==> src/rtl/btn_conditioner.sv <==
// Four independent pushbutton conditioners: 2-flop synchronizer, debounce,
// press/release pulses, auto-repeat and a long-press flag per button.
module btn_conditioner #(
  parameter int DB_CYCLES  = 1_000_000,
  parameter int RPT_DELAY  = 50_000_000,
  parameter int RPT_PERIOD = 20_000_000
) (
  input  logic       clk,
  input  logic       rst,
  input  logic [3:0] btn_raw,
  output logic [3:0] btn_level,
  output logic [3:0] btn_press,
  output logic [3:0] btn_release,
  output logic [3:0] btn_rep,
  output logic [3:0] btn_long
);

  localparam int MAX_AB  = (DB_CYCLES > RPT_DELAY) ? DB_CYCLES : RPT_DELAY;
  localparam int MAX_CYC = (MAX_AB > RPT_PERIOD) ? MAX_AB : RPT_PERIOD;
  localparam int CW      = $clog2(MAX_CYC) + 1;

  localparam logic [CW-1:0] DB_CNT     = CW'(DB_CYCLES);
  localparam logic [CW-1:0] DELAY_CNT  = CW'(RPT_DELAY - 1);
  localparam logic [CW-1:0] PERIOD_CNT = CW'(RPT_PERIOD - 1);

  typedef enum logic [2:0] {IDLE, PRESS_DB, HELD, REPEAT, REL_DB} state_t;

  logic [3:0] sync_meta;
  logic [3:0] sync;

  // NOTE: sequential state uses non-blocking assignments so every flop samples
  // pre-edge values, which is what makes the two synchronizer stages distinct.
  always_ff @(posedge clk or posedge rst) begin
    if (rst) begin
      sync_meta <= '0;
      sync      <= '0;
    end else begin
      sync_meta <= btn_raw;
      sync      <= sync_meta;
    end
  end

  for (genvar i = 0; i < 4; i++) begin : g_ch
    state_t        state, state_nx;
    logic [CW-1:0] cnt, cnt_nx, cnt_inc;
    logic          was_rep, was_rep_nx;
    logic          level_q, press_q, release_q, rep_q, long_q;
    logic          level_nx, press_nx, release_nx, rep_nx, long_nx;

    assign cnt_inc = (&cnt) ? cnt : cnt + CW'(1);

    always_ff @(posedge clk or posedge rst) begin
      if (rst) begin
        state     <= IDLE;
        cnt       <= '0;
        was_rep   <= 1'b0;
        level_q   <= 1'b0;
        press_q   <= 1'b0;
        release_q <= 1'b0;
        rep_q     <= 1'b0;
        long_q    <= 1'b0;
      end else begin
        state     <= state_nx;
        cnt       <= cnt_nx;
        was_rep   <= was_rep_nx;
        level_q   <= level_nx;
        press_q   <= press_nx;
        release_q <= release_nx;
        rep_q     <= rep_nx;
        long_q    <= long_nx;
      end
    end

    // NOTE: every output of this block is given a default before the case so
    // no path leaves a variable unassigned and no latch is inferred.
    always_comb begin
      state_nx   = state;
      cnt_nx     = cnt;
      was_rep_nx = was_rep;
      level_nx   = level_q;
      long_nx    = long_q;
      press_nx   = 1'b0;
      release_nx = 1'b0;
      rep_nx     = 1'b0;
      unique case (state)
        IDLE: begin
          if (sync[i]) begin
            state_nx = PRESS_DB;
            cnt_nx   = CW'(1);
          end
        end
        PRESS_DB: begin
          if (!sync[i]) begin
            state_nx = IDLE;
            cnt_nx   = '0;
          end else if (cnt == DB_CNT) begin
            state_nx   = HELD;
            cnt_nx     = '0;
            was_rep_nx = 1'b0;
            level_nx   = 1'b1;
            press_nx   = 1'b1;
            rep_nx     = 1'b1;
          end else begin
            cnt_nx = cnt_inc;
          end
        end
        HELD: begin
          if (!sync[i]) begin
            state_nx = REL_DB;
            cnt_nx   = CW'(1);
          end else if (cnt == DELAY_CNT) begin
            state_nx   = REPEAT;
            cnt_nx     = '0;
            was_rep_nx = 1'b1;
            long_nx    = 1'b1;
            rep_nx     = 1'b1;
          end else begin
            cnt_nx = cnt_inc;
          end
        end
        REPEAT: begin
          if (!sync[i]) begin
            state_nx = REL_DB;
            cnt_nx   = CW'(1);
          end else if (cnt == PERIOD_CNT) begin
            cnt_nx = '0;
            rep_nx = 1'b1;
          end else begin
            cnt_nx = cnt_inc;
          end
        end
        REL_DB: begin
          // A bounce back high resumes the hold phase it interrupted.
          if (sync[i]) begin
            state_nx = was_rep ? REPEAT : HELD;
            cnt_nx   = '0;
          end else if (cnt == DB_CNT) begin
            state_nx   = IDLE;
            cnt_nx     = '0;
            level_nx   = 1'b0;
            long_nx    = 1'b0;
            release_nx = 1'b1;
          end else begin
            cnt_nx = cnt_inc;
          end
        end
        default: begin
          state_nx = IDLE;
          cnt_nx   = '0;
        end
      endcase
    end

    assign btn_level[i]   = level_q;
    assign btn_press[i]   = press_q;
    assign btn_release[i] = release_q;
    assign btn_rep[i]     = rep_q;
    assign btn_long[i]    = long_q;
  end

endmodule

==> config.mk <==
export PLATFORM = sky130hd
export DESIGN_NAME = btn_conditioner
export DESIGN_NICKNAME = d
export VERILOG_FILES = /design/src/rtl/btn_conditioner.sv
export SDC_FILE = /design/constraint.sdc
export NUM_CORES = 1
export LEC_CHECK = 0
export CAP_MARGIN = 0
export CORE_MARGIN = 2
export CORE_UTILIZATION = 28
export DETAILED_ROUTE_END_ITERATION = 8
export GPL_TIMING_DRIVEN = 0
export PLACE_DENSITY = 0.49
export SETUP_SLACK_MARGIN = 0.3
export SYNTH_ARGS = -nofsm -noshare
export SYNTH_HDL_FRONTEND = slang
export SYNTH_SLANG_ARGS = --single-unit
==> constraint.sdc <==
create_clock -name clk -period 5.5 [get_ports clk]
set_input_delay 1.375 -clock clk [delete_from_list [all_inputs] [get_ports clk]]
set_output_delay 1.375 -clock clk [all_outputs]
set_load 0.01 [all_outputs]
==> results_dict.tcl, run 1 <==
set metrics [dict create \
    status "finished, final reports clean" \
    routed_wl_um 23230 \
    grt_util_met2_pct 23.42 \
    cts_tree "done" \
    drt_iter0_drc 631 \
    area_growth_pct 16.77 \
    worst_pin_slew_ns 1.365 \
    hold_viol_final 0 \
    dieArea_um2 33580 \
    synth_area_per_cell_um2 8.519 \
    power_switching_mw 0.8259 \
    power.leakage_nw 4.141 \
    cp_max_fo 10 \
    hold_ws_ns 0.3501 \
    vias 7994 \
    skew_ns 0.01050 \
    num_rows 65 \
    nNetsFinal 1121 \
    hp-class "flop to flop" \
    vdd_ir_drop_max_uv 212.2 \
    seq_area_frac_synth_pct 42.28 \
    synthCells 1056 \
    wl_per_cell_um 15.26 \
    path_buf_inv 2 \
    root_buffer "clkbuf_16" \
    holdBufCountCts 0 \
    ctsResizeCount 0 \
    slew_headroom_pct 8.166 \
    path_cells "or4_1 > nor4_1 > nand3_1 > nand3_1 > and2_1 > buf_2 > buf_2 > o21ai_1 > a22o_1" \
    ys.flop_type "dfrtp_1" \
    numClockSinks 152 \
    drv_slew 0 \
    critPathArrivalTime_ns 3.41 \
    grt_pass1_vias 7796 \
    yosys_warnings 0 \
    clk_latency_ns 0.44 \
    combPwrFrac_pct 13.6 \
    die_y_um 183.2 \
    cap_violations 0 \
    use_met3_pct 2.601 \
    crit_family "simple AND/OR/NAND/NOR gates" \
    cp_slowest_cell "or4_1" \
    portBuffers 25 \
    async_flop_share_pct 100.0 \
    synth_edf_count 0 \
    antenna_found_initial 0 \
    final_util_pct 33.21 \
    die_w_um 183.2 \
    dr.pass1.iters 5 \
    htreeDepth 4 \
    cts_buffer_depth 2 \
    cts_setup_buffers 0 \
    synthDistinctLibCells 77 \
    p_sw_share_pct 29.08 \
    period_share_pct 55.97 \
    powerDensity_nw_per_um2 270.4 \
    maxClockFrequency_mhz 324.9 \
    rsz0062_at_grt "no" \
    end_kind "flop" \
    antenna_cells 0 \
    internal_power_mw 2.014 \
    gp_congestion 0.8683 \
    ios 26 \
    cp.required_ns 5.83 \
    n_fill_cell 3288 \
    critPathKind "flop to flop" \
    grt_max_degree 39 \
    synth_nets 1070 \
    grt_pass1_wl_um 39910 \
    clk_pin_slew_ns 0.07 \
    p_seq_share_pct 41.8 \
    ant_nets 0 \
    grt_usage_pct 14.45 \
    setup_tns_ns 0 \
    max_stage_delay_ns 0.54 \
    cts_buffers 17 \
    remaining_drc_errors 0 \
    final-setup-viol-count 0 \
    grt_use_met1_pct 19.36 \
    ys_ff_latch 152 \
    setup.worst_path.start_class "flop" \
    start_util_pct 28.44 \
    coreArea_um2 31640 \
    clkPwrFrac_pct 44.6 \
    layout-drive-gt1-share_pct 8.393 \
    syn-cell-area_um2 8996 \
    vias_per_cell 5.252 \
    dp_hpwl_um 16510 \
    fin_crit_ns 3.078 \
    grt_overflow 0 \
    busiest_layer "met2" \
]
==> Yosys cell counts, types with 5 or more instances <==
cell	count	share of area [%]
a21o_1	10	0.83
a21oi_1	51	2.8
a22o_1	8	0.78
a31oi_1	25	1.7
and2_1	14	0.97
and3_1	21	1.5
and4_1	17	1.7
buf_2	9	0.50
buf_4	21	1.8
clkbuf_1	43	1.8
dfrtp_1	152	42
ha_1	8	1.1
inv_1	38	1.6
mux2i_1	6	0.67
nand2_1	98	4.1
nand2b_1	8	0.56
nand3_1	73	4.1
nand4_1	40	2.8
nand4b_1	5	0.49
nor2_1	127	5.3
nor2b_1	9	0.63
nor3_1	27	1.5
nor3b_1	7	0.58
nor4_1	32	2.2
nor4b_1	7	0.68
o21ai_0	52	2.9
o31ai_1	6	0.50
or3_1	13	0.90
or4_1	9	0.75
xnor2_1	28	2.7
xor2_1	23	2.2
==> sequential cells by signal, summed over array words and instances (netlist names) <==
signal,count
g_ch.press_q,4
sync_meta,4
g_ch.release_q,4
g_ch.level_q,4
g_ch.long_q,4
sync,4
g_ch.was_rep,4
g_ch.rep_q,4
g_ch.cnt,108
g_ch.state,12
==> worst reg2reg max path: stages, from the launching register on <==
cell	delay (ns)
dfrtp_1	0.47
or4_1	0.55
nor4_1	0.52
nand3_1	0.33
nand3_1	0.20
and2_1	0.13
buf_2	0.18
buf_2	0.26
o21ai_1	0.11
a22o_1	0.23
==> layout by cell type, fill, tap and decap left out, types with 4 or more instances in the layout <==
| cell type | synthesis | layout |
|---|---|---|
| a21oi_1 | 51 | 51 |
| mux2i_1 | 6 | 6 |
| nand2b_1 | 8 | 8 |
| buf_12 | 0 | 4 |
| ha_1 | 8 | 8 |
| and3_1 | 21 | 21 |
| nand2_1 | 98 | 98 |
| nand3b_1 | 4 | 4 |
| or3_1 | 13 | 13 |
| nor2b_1 | 9 | 9 |
| a22o_1 | 8 | 8 |
| buf_4 | 21 | 22 |
| a21o_1 | 10 | 10 |
| clkbuf_16 | 0 | 17 |
| and4_1 | 17 | 17 |
| nor4b_1 | 7 | 7 |
| inv_1 | 38 | 37 |
| and2_1 | 14 | 14 |
| clkdlybuf4s50_1 | 0 | 25 |
| nand4_1 | 40 | 40 |
| xnor2_1 | 28 | 28 |
| nand4b_1 | 5 | 5 |
| or4_1 | 9 | 9 |
| nor3b_1 | 7 | 7 |
| dfrtp_1 | 152 | 152 |
| inv_6 | 0 | 5 |
| nor2_1 | 127 | 127 |
| buf_2 | 9 | 10 |
| a31oi_1 | 25 | 25 |
| clkbuf_1 | 43 | 43 |
| xor2_1 | 23 | 23 |
| o21a_1 | 4 | 4 |
| nand3_1 | 73 | 73 |
| o21ai_0 | 52 | 52 |
| o31ai_1 | 6 | 6 |
| nor3_1 | 27 | 27 |
| nor4_1 | 32 | 31 |
==> kinds of logic after synthesis <==
group / synth area share [%]
AOI/OAI and AO/OA: 13.06
xor gates and xnor gates: 4.965
adders and majority gates: 1.113
buffers and inverters: 5.758
DFF: 42.28
muxes: 0.9180
and+or+nand+nor: 31.91
==> layout make-up <==
| type | instances | area, um2 | area share [%] |
|---|---|---|---|
| multi-input combinational | 792 | 4681 | 44.56 |
| clock buffer | 18 | 439.2 | 4.181 |
| clock inverter | 14 | 186.4 | 1.775 |
| inverter | 38 | 146.4 | 1.394 |
| tap | 402 | 503.0 | 4.788 |
| buffer | 74 | 375.4 | 3.573 |
| sequential | 152 | 3804 | 36.21 |
| timing repair buffer | 32 | 370.4 | 3.525 |
==> power groups by stage <==
stage          logic [mW]  registers (mW)  clock network [mW]
2_1_floorplan       0.276            1.20                   0
4_1_cts             0.390            1.19                1.30
3_5_place_dp        0.389            1.21                   0
6_report            0.385            1.19                1.27
3_3_place_gp        0.377            1.21                   0
5_1_grt             0.435            1.19                1.36
==> routing by layer <==
layer	part of all wire, %	vias to the layer above
met5	0	-
met4	2.1	0
met2	46	184
met3	3.5	47
li1	-	3903
met1	48	3860
==> stage by stage <==
step	power (mW)	setup WS [ns]	instances	area [um2]
CTS	2.881	2.433	1522	10510
global placement	1.586	0.6291	1483	9753
global route	2.986	2.150	1522	10510
detailed placement	1.598	2.455	1490	9879
floorplan	1.474	2.208	1056	9000
finish	2.840	2.422	1522	10510
==> final timing paths <==
path	start	end	slack [ns]	cells after the start
worst max-delay path	g_ch[0].cnt[8]	g_ch[0].cnt[14]	2.42	9
worst min-delay path	sync_meta[1]	sync[1]	0.35	0
worst max register to register	g_ch[0].cnt[8]	g_ch[0].cnt[14]	2.42	9
worst min register to register	sync_meta[1]	sync[1]	0.35	0
max in group asynchronous	rst	g_ch[0].rep_q	3.05	6
min in group asynchronous	rst	g_ch[1].long_q	1.29	2
Power figures use the tool's default switching activity.
==> run 2, diff against run 1 <==
- PLACE_DENSITY: 0.49 -> 0.47
- clock period: 5.5 -> 3.15 ns (I/O delays scaled with it)
==> run 2 against run 1 <==
Compared with the run above:
- first-iteration DRC count shrank 16%
- sequential cell count is the same
- global-route usage is 0.088 points higher
- sequential share of layout area fell by 0.46 points
- combinational power grew 87%
- via count down 0.89%
- sequential power grew 75%
- routed wire length up 0.38%
- clock power rose by 75%
- critical endpoint is now g_ch[2].cnt[7]
- largest cell class unchanged
==> results_dict.tcl, run 2 (synthesis results as in run 1) <==
set metrics [dict create \
    fin_crit_ns 2.756 \
    holdBufCountCts 0 \
    final-setup-viol-count 0 \
    pre_cts_ws_ns 0.09545 \
    grt_pass1_vias 7804 \
    setup_tns_ns 0 \
    setup.worst_path.start_class "flop" \
    drv_slew 0 \
    setup_ws_ns 0.3944 \
    dieArea_um2 33580 \
    gp_congestion 0.8672 \
    root_buffer "clkbuf_16" \
    vias 7923 \
    vdd_ir_drop_max_uv 359.4 \
    cap_violations 0 \
    dr.pass1.iters 5 \
    wl_per_cell_um 15.28 \
    cts_buffers 17 \
    powerDensity_nw_per_um2 470.7 \
    startpoint "g_ch[2].cnt[22]" \
    cp.required_ns 3.47 \
    critPathKind "flop to flop" \
    htreeDepth 4 \
    hp-class "flop to flop" \
    clk_pin_slew_ns 0.07 \
    top_register "g_ch.cnt" \
    antenna_found_initial 0 \
    crit_family "simple AND/OR/NAND/NOR gates" \
    cts_buffer_depth 2 \
    portBuffers 25 \
    cp_slowest_cell "or4_1" \
    hp-start "sync_meta[0]" \
    numClockSinks 152 \
    vias_per_cell 5.192 \
    ios 26 \
    grt_pass1_wl_um 39950 \
    path_buf_inv 3 \
    rsz0062_at_grt "yes" \
    reg2reg_slack_ns 0.39 \
    start_util_pct 28.44 \
    power.leakage_nw 4.200 \
    critPathArrivalTime_ns 3.07 \
    dp_hpwl_um 16660 \
    remaining_drc_errors 0 \
    status "finished, final reports clean" \
    cts_tree "done" \
    most-common-layout-cells "dfrtp_1, nor2_1, nand2_1" \
    power_mw 5.011 \
    die_w_um 183.2 \
    largest_register_ff_count 108 \
    ant_nets 0 \
    drt_iter0_drc 527 \
    num_rows 65 \
    antenna_cells 0 \
    area_growth_pct 18.35 \
    grt_usage_pct 14.54 \
    path_cells "nor4_1 > nand2_1 > or4_1 > clkbuf_1 > nand2_1 > o31ai_2 > nor2_2 > buf_4 > buf_4 > nor2_1" \
    clk_latency_ns 0.43 \
    hold_ws_ns 0.3490 \
    rr_startpoint "g_ch[2].cnt[22]" \
    hold_viol_final 0 \
    max_stage_delay_ns 0.55 \
    grt_overflow 0 \
    end_kind "flop" \
    die_y_um 183.2 \
    maxClockFrequency_mhz 362.9 \
    final_common_cell "dfrtp_1" \
    routed_wl_um 23320 \
    layout-drive-gt1-share_pct 10.77 \
    worst_pin_slew_ns 1.267 \
    slew_headroom_pct 14.72 \
    coreArea_um2 31640 \
    cp_max_fo 6 \
    reg_top3 "g_ch.cnt: 108 flops, g_ch.state: 12 flops" \
    period_share_pct 87.48 \
    grt_max_degree 40 \
    skew_ns 0.01448 \
    nNetsFinal 1125 \
]
==> run 2: changes by cell type in the layout (fill, tap and decap cells not counted), sizes merged <==
cell / before / now
inv: 43 / 40
buf: 38 / 41
bufinv: 3 / 4
clkinv: 3 / 5
clkbuf: 61 / 62
==> run 2: stage by stage <==
step           utilization [%]  cells  cell area (um2)
2_1_floorplan                -   1056             9000
3_3_place_gp             30.83   1483             9753
3_5_place_dp             31.14   1488             9853
4_1_cts                  33.30   1523            10530
5_1_grt                  33.65   1526            10650
6_report                 33.65   1526            10650
==> run 2: cell type report <==
| type | instances | area (um2) |
|---|---|---|
| buffer | 74 | 407.9 |
| sequential | 152 | 3806 |
| timing repair buffer | 36 | 382.9 |
| tap | 402 | 503.0 |
| clock inverter | 14 | 197.7 |
| clock buffer | 18 | 429.2 |
| fill | 3263 | 20990 |
| inverter | 38 | 146.4 |
| multi-input combinational | 792 | 4773 |
==> run 2: timing repair <==
action / in CTS / in global routing
buffers inserted: 3 / 3
setup endpoints to repair: 45 / 88
resized for setup: 6 / 42
pin swaps: 1 / 5
gates cloned: 0 / 0
==> run 2: per-layer routing <==
layer	track usage (%)	vias up	part of all wire (%)
li1	-	3901	-
met1	19.62	3828	49
met2	23.77	162	46
met3	2.502	32	3.2
met4	4.512	0	1.5
met5	0	-	0
==> run 2: final timing paths <==
| kind | end | cells after the start |
|---|---|---|
| max in group asynchronous | g_ch[3].cnt[15] | 4 |
| min in group asynchronous | g_ch[2].cnt[16] | 2 |
| hold / removal | sync[0] | 0 |
| setup / recovery | g_ch[2].cnt[7] | 10 |
| hold reg to reg | sync[0] | 0 |
| setup reg to reg | g_ch[2].cnt[7] | 10 |
==> run 2: where the power goes <==
part / switching (mW) / internal (mW)
logic: 0.462 / 0.257
registers: 0.0719 / 2.00
clock network: 0.880 / 1.34
==> run 3, diff against run 2 <==
- ABC_CLOCK_PERIOD_IN_PS: unset -> 3150
- CELL_PAD_IN_SITES_DETAIL_PLACEMENT: unset -> 1
- CELL_PAD_IN_SITES_GLOBAL_PLACEMENT: unset -> 2
- CORE_UTILIZATION: 28 -> 30
- PLACE_DENSITY: 0.47 -> 0.7
==> run 3 against run 2 <==
Compared with the run above:
- die area shrank 6.5%
- sequential power is essentially flat
- non-clock buffer count grew 5
- via count grew 2.4%
- global-route usage grew 3.7 points
- first-iteration DRC count shrank 13%
- critical endpoint is now g_ch[1].cnt[15]
- power shrank 4.2%
- critical path depth shrank 2
==> results_dict.tcl, run 3 (synthesis results as in run 1) <==
set metrics [dict create \
    critPathKind "flop to flop" \
    fin_crit_ns 2.730 \
    reg_top3 "g_ch.cnt: 108 flops, g_ch.state: 12 flops" \
    period_share_pct 86.65 \
    r2r_cells 8 \
    ios 26 \
    multi_input_area_um2 4816 \
    skew_ns 0.01252 \
    hold_ws_ns 0.3524 \
    grt_usage_pct 18.20 \
    fin_area_um2 10640 \
    critPathArrivalTime_ns 3.04 \
    startpoint "g_ch[1].cnt[26]" \
    max_stage_delay_ns 0.55 \
    slew_headroom_pct 19.05 \
    root_buffer "clkbuf_16" \
    vias 8113 \
    ant_nets 0 \
    grt_pass1_wl_um 45370 \
    clk_pin_slew_ns 0.07 \
    placed_cells 1476 \
    cap_violations 0 \
    seq_area_um2 3807 \
    grt_max_degree 40 \
    final_util_pct 36.01 \
    top_register "g_ch.cnt" \
    cts_buffers 17 \
    start_util_pct 30.43 \
    die_y_um 177.2 \
    place_area_um2 9838 \
    htreeDepth 4 \
    antenna_cells 0 \
    gp_congestion 0.8046 \
    status "finished, final reports clean" \
    routed_wl_um 27110 \
    num_rows 63 \
    drt_iter0_drc 458 \
    die_w_um 177.2 \
    clk_latency_ns 0.45 \
    drv_slew 0 \
    area_growth_pct 18.32 \
    path_buf_inv 2 \
    crit_end "g_ch[1].cnt[15]" \
    vdd_ir_drop_max_uv 378.6 \
    setup_tns_ns 0 \
    cp_slowest_cell "or4_1" \
    dp_hpwl_um 19400 \
    final_common_cell "dfrtp_1" \
    dr.pass1.iters 4 \
    rr_startpoint "g_ch[1].cnt[26]" \
    path_cells "or4_1 > or4_1 > buf_2 > a22oi_2 > o211ai_4 > clkbuf_4 > a31oi_1 > a31oi_1" \
    grt_pass1_vias 8356 \
    hp-class "flop to flop" \
    most-common-layout-cells "dfrtp_1, nor2_1, nand2_1" \
    rr_endpoint "g_ch[1].cnt[15]" \
    power.leakage_nw 4.197 \
    cts_buffer_depth 2 \
    cp_max_fo 10 \
    numClockSinks 152 \
    powerDensity_nw_per_um2 451.1 \
    reg2reg_slack_ns 0.42 \
    hold_viol_final 0 \
    fin_cells 1519 \
    end_kind "flop" \
    n_fill_cell 3509 \
    setup.worst_path.start_class "flop" \
    antenna_found_initial 0 \
    cts_tree "done" \
    vias_per_cell 5.341 \
    final-setup-viol-count 0 \
    crit_family "simple AND/OR/NAND/NOR gates" \
    maxClockFrequency_mhz 366.4 \
    dieArea_um2 31390 \
    cp.required_ns 3.46 \
    grt_overflow 0 \
    portBuffers 25 \
    nNetsFinal 1130 \
    largest_register_ff_count 108 \
    layout-drive-gt1-share_pct 11.96 \
    coreArea_um2 29560 \
    remaining_drc_errors 0 \
    wl_per_cell_um 17.85 \
    rsz0062_at_grt "yes" \
    worst_pin_slew_ns 1.203 \
    cp.depth 8 \
]
==> run 3: cell types whose count changed in the layout (fill, tap and decap cells not counted), sizes merged <==
cell / previous run / this run
buf: 41 / 46
bufinv: 4 / 0
clkinvlp: 3 / 5
inv: 40 / 42
==> run 3: worst min-delay path by stage <==
stage                      start  slack (ns)       to  cells past startpoint
global route        sync_meta[3]        0.37  sync[3]                      0
CTS                 sync_meta[1]        0.36  sync[1]                      0
finish              sync_meta[3]        0.35  sync[3]                      0
global placement    sync_meta[1]        0.33  sync[1]                      0
floorplan           sync_meta[0]        0.33  sync[0]                      0
detailed placement  sync_meta[1]        0.34  sync[1]                      0
==> run 3: stage by stage <==
stage	setup slack, ns	total power [mW]
floorplan	0.4456	2.574
global placement	-1.196	2.799
detailed placement	-0.04634	2.821
CTS	0.3148	4.857
global route	0.2890	5.077
finish	0.4205	4.802
==> run 3: where the power goes <==
group | switching, mW | leakage, nW | internal [mW]
combinational | 0.493 | 1.86 | 0.277
clock | 0.930 | 0.256 | 1.02
sequential | 0.0748 | 2.08 | 2.00
total | 1.50 | 4.20 | 3.30
==> run 3: metal layers <==
metal  part of all wire (%)  track usage, %  vias up
li1                       -               -     3901
met1                     51           25.46     4087
met2                     45           28.71      102
met3                    2.4           2.964       23
met4                    1.4           5.544        0
met5                      0               0        -
==> run 3: area by class of cell <==
class / instances / share of cell area, %
repair buffers: 41 / 3.950
clock buffers: 18 / 4.032
inverters: 38 / 1.375
clock inverters: 14 / 1.093
flip-flops and latches: 152 / 35.77
plain buffers: 74 / 3.950
well taps: 390 / 4.584
multi-input cells: 792 / 45.24
==> run 3: what timing repair did <==
action,in CTS,in global routing
hold endpoints to repair,0,0
hold buffers,0,0
setup endpoints to repair,69,90
pin swaps,1,7
setup buffers,3,8
resized for setup,14,44
cloned,0,0
